$ cat src/rtl/reg_scoreboard_pkg.sv
// Shared scoreboard sizing and the opcode classes ID uses to derive issue_fwd.
package reg_scoreboard_pkg;

    localparam int unsigned NREGS     = 32;
    localparam int unsigned ADDR_BITS = 5;
    localparam int unsigned CNT_W     = 2;

    localparam logic [CNT_W-1:0] CNT_MAX = '1;

    localparam logic [6:0] OPC_LOAD   = 7'b0000011;
    localparam logic [6:0] OPC_OP     = 7'b0110011;
    localparam logic [6:0] OPC_OP32   = 7'b0111011;
    localparam logic [6:0] F7_MULDIV  = 7'b0000001;

    // Long-latency results (loads, MUL/DIV) cannot be served by the EXE/MEM bypass.
    function automatic logic is_long_latency(input logic [6:0] opcode, input logic [6:0] funct7);
        return (opcode == OPC_LOAD) ||
               (((opcode == OPC_OP) || (opcode == OPC_OP32)) && (funct7 == F7_MULDIV));
    endfunction

endpackage

$ cat src/rtl/reg_scoreboard_entry.sv
// One register's outstanding-write counter and non-forwardable flag.
module reg_scoreboard_entry
    import reg_scoreboard_pkg::*;
(
    input  logic             clk,
    input  logic             rst_n,
    input  logic             inc,
    input  logic             dec_wb,
    input  logic             dec_kill,
    input  logic             nf_set,
    output logic [CNT_W-1:0] cnt,
    output logic             nf,
    output logic             underflow_c
);

    localparam int unsigned SUM_W = CNT_W + 2;

    logic [SUM_W-1:0] sum;
    logic [CNT_W-1:0] cnt_next;
    logic             nf_next;

    // Net update; MSB is the sign, the bit below it catches any overflow.
    always_comb begin
        sum         = SUM_W'(cnt) + SUM_W'(inc) - SUM_W'(dec_wb) - SUM_W'(dec_kill);
        underflow_c = sum[SUM_W-1];
        cnt_next    = sum[CNT_W-1:0];
        nf_next     = nf;
        if (underflow_c) begin
            cnt_next = '0;
        end else if (sum[CNT_W]) begin
            cnt_next = CNT_MAX;
        end
        if (cnt_next == '0) begin
            nf_next = 1'b0;
        end else if (inc && nf_set) begin
            nf_next = 1'b1;
        end
    end

    always_ff @(posedge clk or negedge rst_n) begin
        if (!rst_n) begin
            cnt <= '0;
            nf  <= 1'b0;
        end else begin
            cnt <= cnt_next;
            nf  <= nf_next;
        end
    end

endmodule

$ cat src/rtl/reg_scoreboard.sv
// Register write scoreboard feeding the ID-stage stall decision.
// Optional SCOREBOARD_WB_BYPASS_EN lets a final writeback mask busy in the same cycle.
module reg_scoreboard
    import reg_scoreboard_pkg::*;
(
    input  logic                 clk,
    input  logic                 rst_n,
    input  logic                 issue_valid,
    input  logic [ADDR_BITS-1:0] issue_rd,
    input  logic                 issue_fwd,
    input  logic                 wb_valid,
    input  logic [ADDR_BITS-1:0] wb_rd,
    input  logic                 kill_valid,
    input  logic [ADDR_BITS-1:0] kill_rd,
    input  logic [ADDR_BITS-1:0] rs1_addr,
    input  logic [ADDR_BITS-1:0] rs2_addr,
    input  logic [ADDR_BITS-1:0] rs3_addr,
    output logic                 rs1_busy,
    output logic                 rs2_busy,
    output logic                 rs3_busy,
    output logic                 issue_stall,
    output logic                 sb_err
);

    logic [CNT_W-1:0] cnt [NREGS];
    logic [NREGS-1:0] nf;
    logic [NREGS-1:0] underflow;
    logic [NREGS-1:0] wb_free;
    logic [NREGS-1:0] busy;
    logic             sat;
    logic             inc_en;

    assign cnt[0]       = '0;
    assign nf[0]        = 1'b0;
    assign underflow[0] = 1'b0;

    // Busy = pending write that the bypass network cannot serve.
    always_comb begin
        wb_free = '0;
`ifdef SCOREBOARD_WB_BYPASS_EN
        for (int unsigned r = 1; r < NREGS; r++) begin
            wb_free[r] = wb_valid && (wb_rd == ADDR_BITS'(r)) && (cnt[r] == CNT_W'(1));
        end
`endif
        busy = '0;
        for (int unsigned r = 1; r < NREGS; r++) begin
            busy[r] = (cnt[r] != '0) && nf[r] && !wb_free[r];
        end
    end

    // A saturated counter only accepts a new issue when a writeback frees a slot.
    always_comb begin
        rs1_busy    = busy[rs1_addr];
        rs2_busy    = busy[rs2_addr];
        rs3_busy    = busy[rs3_addr];
        sat         = (issue_rd != '0) && (cnt[issue_rd] == CNT_MAX) &&
                      !(wb_valid && (wb_rd == issue_rd));
        issue_stall = issue_valid && (rs1_busy || rs2_busy || rs3_busy || sat);
        inc_en      = issue_valid && (issue_rd != '0) && !issue_stall;
    end

    for (genvar r = 1; r < NREGS; r++) begin : g_entry
        reg_scoreboard_entry u_entry (
            .clk         (clk),
            .rst_n       (rst_n),
            .inc         (inc_en && (issue_rd == ADDR_BITS'(r))),
            .dec_wb      (wb_valid && (wb_rd == ADDR_BITS'(r))),
            .dec_kill    (kill_valid && (kill_rd == ADDR_BITS'(r))),
            .nf_set      (!issue_fwd),
            .cnt         (cnt[r]),
            .nf          (nf[r]),
            .underflow_c (underflow[r])
        );
    end

    always_ff @(posedge clk or negedge rst_n) begin
        if (!rst_n) begin
            sb_err <= 1'b0;
        end else if (|underflow) begin
            sb_err <= 1'b1;
        end
    end

endmodule

$ cat config.mk
export PLATFORM = sky130hd
export DESIGN_NAME = reg_scoreboard
export DESIGN_NICKNAME = d
export VERILOG_FILES = /design/src/rtl/reg_scoreboard_pkg.sv /design/src/rtl/reg_scoreboard_entry.sv /design/src/rtl/reg_scoreboard.sv
export SDC_FILE = /design/constraint.sdc
export NUM_CORES = 1
export LEC_CHECK = 0
export ABC_AREA = 1
export CORE_MARGIN = 5
export CORE_UTILIZATION = 63
export CTS_CLUSTER_DIAMETER = 80
export DETAILED_ROUTE_END_ITERATION = 10
export MAX_ROUTING_LAYER = met4
export PLACE_DENSITY = 0.82
export SLEW_MARGIN = 0
export SYNTH_ARGS = -nofsm -noshare
export SYNTH_HDL_FRONTEND = slang
export SYNTH_SLANG_ARGS = --single-unit
$ cat constraint.sdc
create_clock -name clk -period 3.85 [get_ports clk]
set_input_delay 0.5775 -clock clk [delete_from_list [all_inputs] [get_ports clk]]
set_output_delay 0.5775 -clock clk [all_outputs]
set_load 0.01 [all_outputs]
## Word-level counts from Yosys, hierarchy flattened

Cells that the tools add are included.

- Register bits: 94
- Input bits: 36
- Output and inout bits: 5

- $add $sub $neg: 93
- $lt $le $gt $ge: 4
- Eq/ne operators: 95
- Mux-type cells: 133
- Bitwise operators: 1
- Reductions and logical operators: 262

Operators with widths:

| operator | count |
|---|---|
| $sub A4 B1 Y4 | 62 |
| $eq A5 B5 Y1 const B | 48 |
| $logic_and A1 B1 Y1 | 161 |
| $mux W2 | 64 |
| $reduce_bool A2 Y1 | 62 |
| $eq A5 B4 Y1 const B | 24 |
| $add A2 B1 Y3 | 31 |
| $mux W1 | 65 |
| $logic_not A2 Y1 | 31 |
| $eq A5 B3 Y1 const B | 12 |
| $reduce_or A31 Y1 | 1 |
| $eq A5 B2 Y1 const B | 6 |
| $lt A5 B6 Y1 const B | 3 |
| $bmux W1 S5 | 3 |
| $eq A5 B1 Y1 const B | 3 |
| $bmux W2 S5 | 1 |
| $ge A6 B6 Y1 const B | 1 |
| $not A5 Y6 | 1 |
| $eq A5 B5 Y1 | 1 |
| $reduce_bool A5 Y1 | 1 |
| $logic_not A1 Y1 | 3 |
| $logic_or A1 B1 Y1 | 3 |
| $eq A2 B2 Y1 const B | 1 |

## Depth between registers and ports, before layout

Gate-level depths: netlist of run 1.

- Depth in word-level cells: 19
- Mapped depth: 30
- Gate-level depth less buffers: 28

## Hierarchy

From an unflattened synthesis of run 1, not the netlist that was laid out.

- Cells, all modules: 1,428
- Area total of the unflattened synthesis: 10,119.7 um^2

Modules (own cells, without submodules):

| module | instances | cells each | area an instance (um^2) | sequential area each (um^2) |
|---|---|---|---|---|
| reg_scoreboard_entry | 31 | 23 | 229.0 | 75.1 |
| reg_scoreboard | 1 | 715 | 3,021.6 | 25.0 |

## Worst setup path after synthesis of run 1

Ideal clock, no wire load.

- Path type: input port to flip-flop
- Start: input rs2_addr[1]
- End: register g_entry[6].u_entry.nf
- Library setup time: 122 ps
- Data arrival time: 3,478 ps
- Required time: 3,728 ps
- Slack: 251 ps
- Stages: 25
- Cells stage by stage: buf_4 > or2_1 > buf_2 > or2_0 > nand3_1 > nand3_1 > nand3_1 > nand2_1 > nand2_1 > nor2_4 > nor2_4 > nor2_4 > nand2_2 > buf_6 > nor2_1 > ha_1 > inv_1 > fa_1 > ha_1 > xnor2_1 > nand2_1 > nand2_1 > inv_1 > nor2_1 > a21oi_1

- Word-level cells in the longest chain between the ends: 16
- Elaborated cells on any way between the ends: 18
- Classes of those cells: 3 x add/sub; 5 x mux; 10 x reduce/logical

Ends and longest elaborated chain:

| item | RTL line | source |
|---|---|---|
| start: declaration | reg_scoreboard.sv:16 | `input logic [ADDR_BITS-1:0] rs2_addr,` |
| $bmux W1 S5 (*) | reg_scoreboard.sv:54 | `rs2_busy = busy[rs2_addr];` |
| $mux W1 (not written as such) (*) | reg_scoreboard.sv:54 |  |
| $logic_or A1 B1 Y1 (*) (3 in series) | reg_scoreboard.sv:58 | `issue_stall = issue_valid && (rs1_busy \|\| rs2_busy \|\| rs3_busy \|\| sat);` |
| $logic_and A1 B1 Y1 (*) | reg_scoreboard.sv:58 |  |
| net issue_stall | reg_scoreboard.sv:21 | `output logic issue_stall,` |
| $logic_not A1 Y1 (*) | reg_scoreboard.sv:59 | `inc_en = issue_valid && (issue_rd != '0) && !issue_stall;` |
| $logic_and A1 B1 Y1 (*) | reg_scoreboard.sv:59 |  |
| $logic_and A1 B1 Y1 (*) | reg_scoreboard.sv:66 | `.inc (inc_en && (issue_rd == ADDR_BITS'(r))),` |
| $add A2 B1 Y3 (*) | reg_scoreboard_entry.sv:24 | `sum = SUM_W'(cnt) + SUM_W'(inc) - SUM_W'(dec_wb) - SUM_W'(dec_kill);` |
| $sub A4 B1 Y4 (*) (2 in series) | reg_scoreboard_entry.sv:24 |  |
| $mux W2 | reg_scoreboard_entry.sv:30 | `end else if (sum[CNT_W]) begin` |
| $mux W2 (*) | reg_scoreboard_entry.sv:28 | `if (underflow_c) begin` |
| net g_entry[6].u_entry.cnt_next[0] | reg_scoreboard_entry.sv:19 | `logic [CNT_W-1:0] cnt_next;` |
| $logic_not A2 Y1 (*) | reg_scoreboard_entry.sv:33 | `if (cnt_next == '0) begin` |
| $mux W1 or $reduce_bool A2 Y1 (tied branches) | - |  |
| end signal: assignment | reg_scoreboard_entry.sv:46 | `nf <= nf_next;` |
| end: declaration | reg_scoreboard_entry.sv:12 | `output logic nf,` |

Mark *: on every way through the listed nets, which the timed path passes. The rest lies on a longest branch. The select of a mux whose other input is x is not followed.
A chain may end at the register's enable or synchronous reset.

## Worst setup path after layout of run 1

- Start: register g_entry[11].u_entry.cnt[1]
- End: register sb_err

- Word-level cells in the longest chain between the ends: 15
- Elaborated cells on any way between the ends: 145
- Classes of those cells: 93 x add/sub; 1 x eq/ne; 9 x mux; 42 x reduce/logical

Ends and longest elaborated chain:

| item | RTL line | source |
|---|---|---|
| start: declaration | reg_scoreboard_entry.sv:11 | `output logic [CNT_W-1:0] cnt,` |
| start signal: assignment | reg_scoreboard_entry.sv:45 | `cnt <= cnt_next;` |
| $bmux W2 S5 or $reduce_bool A2 Y1 (tied branches) | reg_scoreboard.sv:56, reg_scoreboard.sv:47 |  |
| $mux W2 (not written as such) or $logic_and A1 B1 Y1 (tied branches) | reg_scoreboard.sv:56, reg_scoreboard.sv:47 |  |
| $mux W2 (not written as such) (tied with other cells) | reg_scoreboard.sv:56 | `sat = (issue_rd != '0) && (cnt[issue_rd] == CNT_MAX) &&` |
| $eq A2 B2 Y1 (tied with other cells) | reg_scoreboard.sv:56 |  |
| $logic_and A1 B1 Y1 or $logic_or A1 B1 Y1 (tied branches) (2 in series) | reg_scoreboard.sv:56, reg_scoreboard.sv:58 |  |
| $logic_or A1 B1 Y1 | reg_scoreboard.sv:58 |  |
| $logic_and A1 B1 Y1 | reg_scoreboard.sv:58 |  |
| $logic_not A1 Y1 | reg_scoreboard.sv:59 |  |
| $logic_and A1 B1 Y1 | reg_scoreboard.sv:59 |  |
| $logic_and A1 B1 Y1 | reg_scoreboard.sv:66 |  |
| $add A2 B1 Y3 | reg_scoreboard_entry.sv:24 |  |
| $sub A4 B1 Y4 (2 in series) | reg_scoreboard_entry.sv:24 |  |
| $reduce_or A31 Y1 (*) | reg_scoreboard.sv:79 | `end else if (\|underflow) begin` |
| end signal: assignment | reg_scoreboard.sv:78 | `sb_err <= 1'b0;` |
| end signal: assignment | reg_scoreboard.sv:80 | `sb_err <= 1'b1;` |
| end: declaration | reg_scoreboard.sv:22 | `output logic sb_err` |

Every way passes the cells marked *; elsewhere a longest branch is shown, timed or not. The select of a mux whose other input is x is not followed.

==> results of run 1 <==
==> worst reg2reg max path: cells and delay by family (launching register included) <==
kind | cells | cell delay, ns
buffers and inverters | 2 | 0.23
flip-flops | 1 | 0.45
AO/OA/AOI/OAI | 1 | 0.29
AND/OR/NAND/NOR | 16 | 2.09
adder cells (fa/ha/maj) | 2 | 0.55
==> registers in the layout, indices dropped and copies added, names as in the netlist <==
signal	flops
g_entry.u_entry.cnt	62
g_entry.u_entry.nf	31
sb_err	1
==> power by group through the flow <==
stage	clock [µW]	combinational (µW)	sequential, µW
2_1_floorplan	0	1400	1560
3_3_place_gp	0	1900	1710
3_5_place_dp	0	2010	1720
4_1_cts	1060	2050	1700
5_1_grt	1120	2420	1760
6_report	1060	2110	1730
==> synthesized netlist by cell type (5+ instances only) <==
cell type  instances
clkbuf_1           7
ha_1              93
xnor2_1           20
o21ai_0           61
inv_1            269
nand3b_1           9
buf_2             14
a21oi_1           37
nor2_1           235
nand2_1          348
dfrtp_1           94
nand3_1           72
o21ai_1            5
inv_2              6
fa_1              62
buf_1              6
nand4_1           39
==> placed cells by master (no fill, tap or decap), types with 11 or more instances in the layout <==
cell	count
nand3_1	70
xnor2_1	19
o21ai_0	45
a21oi_1	35
buf_4	136
nor2_1	227
nand2_1	339
ha_1	91
fa_1	51
fa_2	11
dfrtp_1	93
inv_1	267
clkdlybuf4s50_1	26
nand4_1	39
o21ai_1	21
==> area by class of cell <==
type	count	share of cell area
Multi-Input combinational cell	999	0.532
Sequential cell	94	0.201
Timing Repair Buffer	180	0.129
Inverter	275	0.0882
Tap cell	188	0.0201
Clock buffer	10	0.0196
Clock inverter	6	0.0102
==> metal layers <==
metal	wire length, µm	share of wire
met4	2040	0.064
met2	14400	0.45
met3	3980	0.12
met5	0	0
met1	11600	0.36
==> how the worst max path moves through the flow <==
stage,endpoint,slack [ns],startpoint,cells after the start
after floorplan,g_entry[6].u_entry.nf$_DFFE_PN0P_,0.25,rs2_addr[1],25
after global placement,sb_err$_DFFE_PN0P_,-0.55,issue_rd[0],23
after detailed placement,sb_err$_DFFE_PN0P_,-0.71,issue_rd[0],23
after CTS,sb_err$_DFFE_PN0P_,0.02,issue_rd[3],23
after global routing,g_entry[14].u_entry.nf$_DFFE_PN0P_,-0.002,g_entry[26].u_entry.cnt[0]$_DFF_PN0_,24
final,sb_err$_DFFE_PN0P_,0.09,g_entry[11].u_entry.cnt[1]$_DFF_PN0_,21
==> kinds of logic after synthesis <==
kind of cell,Yosys count,synth area share
AO/OA/AOI/OAI,105,0.0547
adder cells (fa/ha/maj),155,0.249
XOR/XNOR,20,0.0181
buffers and inverters,310,0.127
flip-flops,94,0.244
AND/OR/NAND/NOR,718,0.308
==> what timing repair did <==
action | 4_1_cts | 5_1_grt
setup buffers | 0 | 3
pin swaps | 2 | 11
hold buffers | 0 | 0
setup endpoints to repair | 78 | 40
cloned | 0 | 2
resized for setup | 16 | 66
==> through the flow <==
step	hold slack, ns	utilization	power, µW	setup WS, ns	cells
6_report	0.157	0.773	4900	0.0923	1752
5_1_grt	0.187	0.773	5290	-0.00183	1752
4_1_cts	0.175	0.761	4810	0.0175	1747
3_5_place_dp	0.505	0.736	3730	-0.714	1731
3_3_place_gp	0.500	0.736	3610	-0.547	1731
2_1_floorplan	0.282	-	2960	0.251	1402
==> results.md, run 1 <==
- The final-layout setup total negative slack is 0 ns.
- The pin count of the biggest net entering global routing is 37.
- The final layout contains routed wiring with a total length of 32000 µm.
- Synthesis handed over a netlist of 1402 instances.
- On the final layout, the worst clock skew is 0.0109 ns.
- Of all flip-flops after synthesis, the portion carrying an async set or reset was 1.00.
- The detail route stage leaves a number of antenna-violating nets equal to 0.
- Once placement finished, the instance area stood at 0.0112 mm².
- The global-route wire length before repair is 49500 µm.
- The number of flops mapped to enable cells by yosys is 0.
- The clock-pin slew on the worst setup and hold paths is 0.07 ns.
- By startpoint and endpoint, the worst setup path is classified as flip-flop to flip-flop.
- STA classifies the critical path endpoint as a flip-flop.
- The top fanout value on the critical path is 8.
- The data required time at the worst endpoint is 4.08 ns.
- The average wire per standard cell is 18.2 µm.
- The region available for standard cell placement spans 0.0151 mm².
- For this run, global-route usage on met2 was measured as 0.574.
- The share of total power dissipated in the clock network is 0.216.
- The internal power of the cells totals 2740 µW.
- The power share of the combinational group is 0.431.
- The number of warnings reported in the yosys synthesis log is 0.
- The top flip-flop cell by instance count after synthesis is dfrtp_1.
- The total area of sequential cells is 0.00235 mm².
- The global routing stage identified its most utilized layer as met2.
- The final layout net count is 1750.
- The total clock sinks is 94.
- Of the total power, the share spent switching nets is 0.442.
- The worst hold path belongs to the class primary input to async pin.
- Yosys attributes the largest share of cell area to dfrtp_1, nand2_1, fa_1.
- After routing the design area is 0.0117 mm².
- The number of vias after detailed routing is 9923.
- Synthesis produced a netlist with a net count of 1593.
- The number of buffers inserted by port buffering is 40.
- Dividing the final minimum period by the clock period gives 0.976.
- The critical path goes through o21ai_0 -> buf_4 -> nand2_1 -> nand3_1 -> nand2_1 -> nand3_1 -> nand3_1 -> nand2_2 -> nand2_2 -> nor2_4 -> nor2_4 -> nor2_4 -> nand2_4 -> nor2_1 -> ha_1 -> inv_1 -> fa_1 -> nand2_1 -> nand4_1 -> nor4_2 -> nand3b_1.
- The die is 134 µm wide.
- The worst register-to-register path ends at sb_err$_DFFE_PN0P_.
- At the end of routability-driven placement, the weighted congestion stood at 1.08.
- The top-area cell type share of the netlist area is 0.244.
- The global routing usage on met3 is 0.106.
- A synthesized cell averages 6.89 µm².
- The max-slew violation count came to 0.
- The first detailed-routing pass took 7 iterations.
- The type of element launching the critical path is a flip-flop.
- The sum of net half-perimeters after detailed placement is 24800 µm.
- Together, buffers and inverters on the worst path number 2.
- In the final layout, the multi-input gates occupy 0.00623 mm².
- The number of antenna violations at the first check in global routing is 0.
- The number of DRC markers in iteration 0 is 1191.
- For the finished layout, the period the worst path requires is 3.76 ns.
- The fraction of layout cells with a size suffix above 1 is 0.136.
- Of the synthesized area, sequential elements account for 0.244.
- The synthesized netlist occupies a cell area of 0.00966 mm².
- In the routed design, unresolved DRC markers number 0.
- For this run, the total global-route usage over all layers was measured as 0.368.
- The launch instance of the worst register-to-register path is g_entry[11].u_entry.cnt[1]$_DFF_PN0_.
- The power per cell area is 419 mW/mm².
- The number of buffers on the longest clock path is 2.
- The repair_antennas step left the layout with diodes totalling 0.
- The number of hold-slack violations in the final timing report is 0.
- The die is 134 µm tall.
- Setup violations remaining at the end of the flow were counted as 0.
- The area growth from synthesis to layout is 21.3%.
- In this run the tightest slew margin relative to its limit is 0.541.
- The number of buffers inserted during clock tree synthesis is 9.
- In this run the register-to-register setup slack is 0.09 ns.
- The family with the most delay on the worst path is simple AND/OR/NAND/NOR gates.
- The run finished with clean final reports.
- The placement row count is 45.
- The total of fill cells in the finished design is 1144.
- The largest vdd supply drop is 309 µV.
- In this run the number of H-tree levels came out at 3.
- The endpoint arrival time on the critical path is 3.99 ns.
- The clock network latency to the later pin of the worst-skew pair is 0.36 ns.
- TritonCTS built the clock tree.
- The number of flip-flops and latches in the synthesized netlist is 94.
- For this design the total switching power over the nets is 2170 µW.
- The critical path's largest stage delay is 0.45 ns.
- Static timing analysis puts the maximum clock frequency at 0.266 GHz.
- The synthesized netlist contains 28 unique library cells.
- The worst-case reg-to-reg path depth is 21.
- The cell type contributing the most total cell area after synthesis is dfrtp_1.
- The analysis attributes to cell leakage a power of 0.00641 µW.
- The via count of the first global-routing pass is 9708.
- The transition at the pin with the smallest max-transition slack is 0.688 ns.
- The die covers 0.0179 mm².
- In the global route stage, met1 resource usage came out at 0.445.
- The slowest stage of the critical path belongs to the cell dfrtp_1.
- Of the total power, registers draw 0.353.
- The detailed-route vias per instance is 5.66.
- The number of violations of the max-capacitance limit is 0.
- The overall overflow remaining after global route is 0.
- The number of placed I/O pins is 41.
- In this run the clock root is driven by a clkbuf_16.
- The initial utilization of the core area, before any placement, comes to 0.638.
No activity file was read; power rests on OpenSTA's default activity.
==> run 2: changes to the inputs <==
--- a/config.mk
+++ b/config.mk
@@ -8,8 +8,10 @@
 export ABC_AREA = 1
 export CORE_MARGIN = 5
 export CORE_UTILIZATION = 63
-export CTS_CLUSTER_DIAMETER = 80
+export CTS_CLUSTER_DIAMETER = 30
 export DETAILED_ROUTE_END_ITERATION = 10
+export GPL_TIMING_DRIVEN = 0
+export HOLD_SLACK_MARGIN = 0.15
 export MAX_ROUTING_LAYER = met4
 export PLACE_DENSITY = 0.82
 export SLEW_MARGIN = 0
==> results.md, run 2 (same netlist as run 1, synthesis figures left out) <==
- The first global-routing pass estimated 49700 µm of wire.
- At the end of the flow, the number of nets in the layout was 1653.
- The commonest non-fill, non-tap cell in the layout is nand2_1.
- The critical path's largest stage delay is 0.37 ns.
- The number of vias after detailed routing is 9655.
- In the final layout, the share of cells above drive strength 1 is 0.0887.
- The type of element launching the critical path is a primary input.
- Across the VDD grid, the largest voltage drop is 292 µV.
- The data required time at the worst endpoint is 4.09 ns.
- The via count of the first global-routing pass is 9262.
- The share of the cycle needed by the critical path after routing is 0.990.
- The cell internal power dissipation is 2740 µW.
- For this run, the total global-route usage over all layers was measured as 0.375.
- In this run the static leakage power is 0.00586 µW.
- In this run the remaining antenna-violating nets after routing total 0.
- The count of hold-fix buffers inserted at cts is 0.
- The initialized floorplan defines 45 standard-cell rows.
- The total overflow left after global routing is 0.
- In this run the count of I/O pins placed on the die edge is 41.
- The worst setup path is of the primary input to flip-flop kind.
- The element type at the critical path end is a flip-flop.
- After the flow finishes, the layout carries non-filler instances totaling 1653.
- From bottom edge to top edge, the die measures 134 µm.
- The clock tree root buffer cell is clkbuf_16.
- The routability-driven placement congestion ratio is 1.05.
- The max-slew headroom at the worst pin is 0.453.
- The number of buffers inserted by port buffering is 32.
- For this run, the detailed router's first-pass iteration total came to 7.
- The cell count after placement is 1623.
- The top cell types in the final layout, fill and taps aside, are nand2_1, inv_1, nor2_1.
- The total power of the final layout is 4930 µW.
- The flow ran to the end, and the final reports show no timing, DRC or antenna violations.
- CTS built an H-tree with a depth of 3.
- Summed over all nets, the half-perimeter wirelength after detailed placement is 24100 µm.
- In this run the horizontal extent of the chip is 134 µm.
- The detailed router finished its first iteration with 1380 violations.
- The starting utilization of the core area is 0.638.
- The register with the highest flop count is g_entry.u_entry.cnt.
- Of the total power, the clock network draws 0.231.
- TritonCTS built the clock tree.
- The largest registers in the layout are g_entry.u_entry.cnt: 62 flops, g_entry.u_entry.nf: 31 flops, sb_err: 1 flops.
- The total clock sinks is 94.
- The number of antenna diodes in the final layout is 0.
- The share of total power dissipated in combinational logic is 0.413.
- The power dissipated by switching net loads is 2190 µW.
- In this run the worst path has a maximum fanout of 10.
- The area growth from synthesis to layout is 14.2%.
- The number of violations of the max-capacitance limit is 0.
- The average wire per standard cell is 19.7 µm.
- After detailed routing, the number of vias per cell comes to 5.84.
- The number of antenna violations at the first check in global routing is 0.
- Summing all non-filler instances in the final layout gives an area of 0.0110 mm².
- The standard cell with the maximum stage delay on the critical path is fa_2.
- The clock network latency to the later pin of the worst-skew pair is 0.37 ns.
- The pin count of the biggest net entering global routing is 57.
- In this run the cell area measured after placement is 0.0102 mm².
- The number of flip-flops under the largest register name is 62.
- For this block, the routed nets add up to 32600 µm of wire.
- The layout has 1269 filler cells.
- The transition at the pin with the smallest max-transition slack is 0.817 ns.
- The final critical path time including I/O delays and setup is 3.81 ns.
- The class of the tightest hold or removal check is primary input to async pin.
- Counting along the longest clock path gives a buffer depth of 2.
- The switching share of power is 0.444.
- The core region area is 0.0151 mm².
- Of the total power, registers draw 0.356.
- The cell that appears most often on the critical path is nand2_1.
- Traced cell by cell, the critical path runs through buf_12 -> buf_4 -> o21ai_0 -> nand2_1 -> nand2_1 -> nand2_1 -> nand2_1 -> o21ai_1 -> nand2_1 -> nand3_2 -> nand2_2 -> nor2_4 -> nor2_4 -> nor2_4 -> nand2_4 -> clkbuf_16 -> nor2_1 -> ha_1 -> inv_1 -> fa_2 -> nand2_1 -> nand4_1 -> nor4_2 -> nand3b_1.
- The worst setup skew after layout is 0.0104 ns.
- The number of buffers inserted during clock tree synthesis is 9.
- The power per cell area is 447 mW/mm².
- The number of remaining DRC errors is 0.
- The total setup violations reported at the end of the flow is 0.
- Derived from the worst setup path, the maximum achievable clock frequency is 0.262 GHz.
- The number of hold-slack violations in the final timing report is 0.
- After clock tree synthesis, the clock-pin slew on the worst setup and hold paths is 0.07 ns.
- The max-slew violation count is 0.
- STA puts the critical path data arrival time at 4.05 ns.
- The die covers 0.0179 mm².
==> run 2: final timing paths <==
path / start / end / slack [ns] / cells after the start
max: issue_rd[0] / sb_err$_DFFE_PN0P_ / 0.04 / 24
min: rst_n / g_entry[17].u_entry.cnt[1]$_DFF_PN0_ / 0.19 / 1
max reg2reg: g_entry[5].u_entry.cnt[1]$_DFF_PN0_ / sb_err$_DFFE_PN0P_ / 0.05 / 21
min reg2reg: sb_err$_DFFE_PN0P_ / sb_err$_DFFE_PN0P_ / 0.48 / 1
max in group asynchronous: rst_n / g_entry[24].u_entry.cnt[0]$_DFF_PN0_ / 2.97 / 2
min in group clk: sb_err$_DFFE_PN0P_ / sb_err$_DFFE_PN0P_ / 0.48 / 1
==> run 2: repair_timing <==
action / 4_1_cts / 5_1_grt
hold endpoints to repair: 0 / 0
gates resized for setup: 68 / 72
buffers inserted: 9 / 6
gates cloned: 0 / 1
pin swaps: 10 / 15
endpoints found under the setup margin: 92 / 45
==> run 2: metal layers <==
metal	vias to the layer above	routed length (µm)	GRT usage	share of wire
met5	-	0	-	0
met4	0	2010	0.191	0.062
met3	150	4160	0.0788	0.13
met2	654	14300	0.567	0.44
met1	4487	12200	0.478	0.37
li1	4364	-	-	-
==> run 2: critical path, delay by kind of cell <==
| family | cells | cell delay [ns] |
|---|---|---|
| buffers and inverters | 4 | 0.59 |
| AO/OA/AOI/OAI | 2 | 0.39 |
| adder cells (fa/ha/maj) | 2 | 0.64 |
| AND/OR/NAND/NOR | 16 | 1.85 |
==> run 2: stage by stage <==
step	setup slack [ns]	TNS (ns)	utilization	hold slack (ns)
final	0.0402	0	0.728	0.186
after global routing	-0.0405	-0.0787	0.728	0.238
after CTS	0.0133	0	0.713	0.225
after detailed placement	-1.19	-63.06	0.676	0.460
after global placement	-1.51	-205.96	0.674	0.455
after floorplan	0.251	0	-	0.282
==> run 2: power by group through the flow <==
stage | Sequential [µW] | Combinational (µW) | Clock, µW
floorplan | 1560 | 1400 | 0
global placement | 1690 | 1800 | 0
detailed placement | 1700 | 1890 | 0
CTS | 1690 | 1950 | 1130
global route | 1790 | 2330 | 1180
finish | 1760 | 2040 | 1140
==> run 2: final cells by class <==
cell class / count / area (µm²) / area share
Buffer: 35 / 272 / 0.0246
Clock buffer: 10 / 239 / 0.0217
Clock inverter: 4 / 120 / 0.0109
Inverter: 275 / 1040 / 0.0943
Multi-Input combinational cell: 998 / 6300 / 0.571
Sequential cell: 94 / 2350 / 0.213
Tap cell: 188 / 235 / 0.0213
Timing Repair Buffer: 49 / 473 / 0.0429
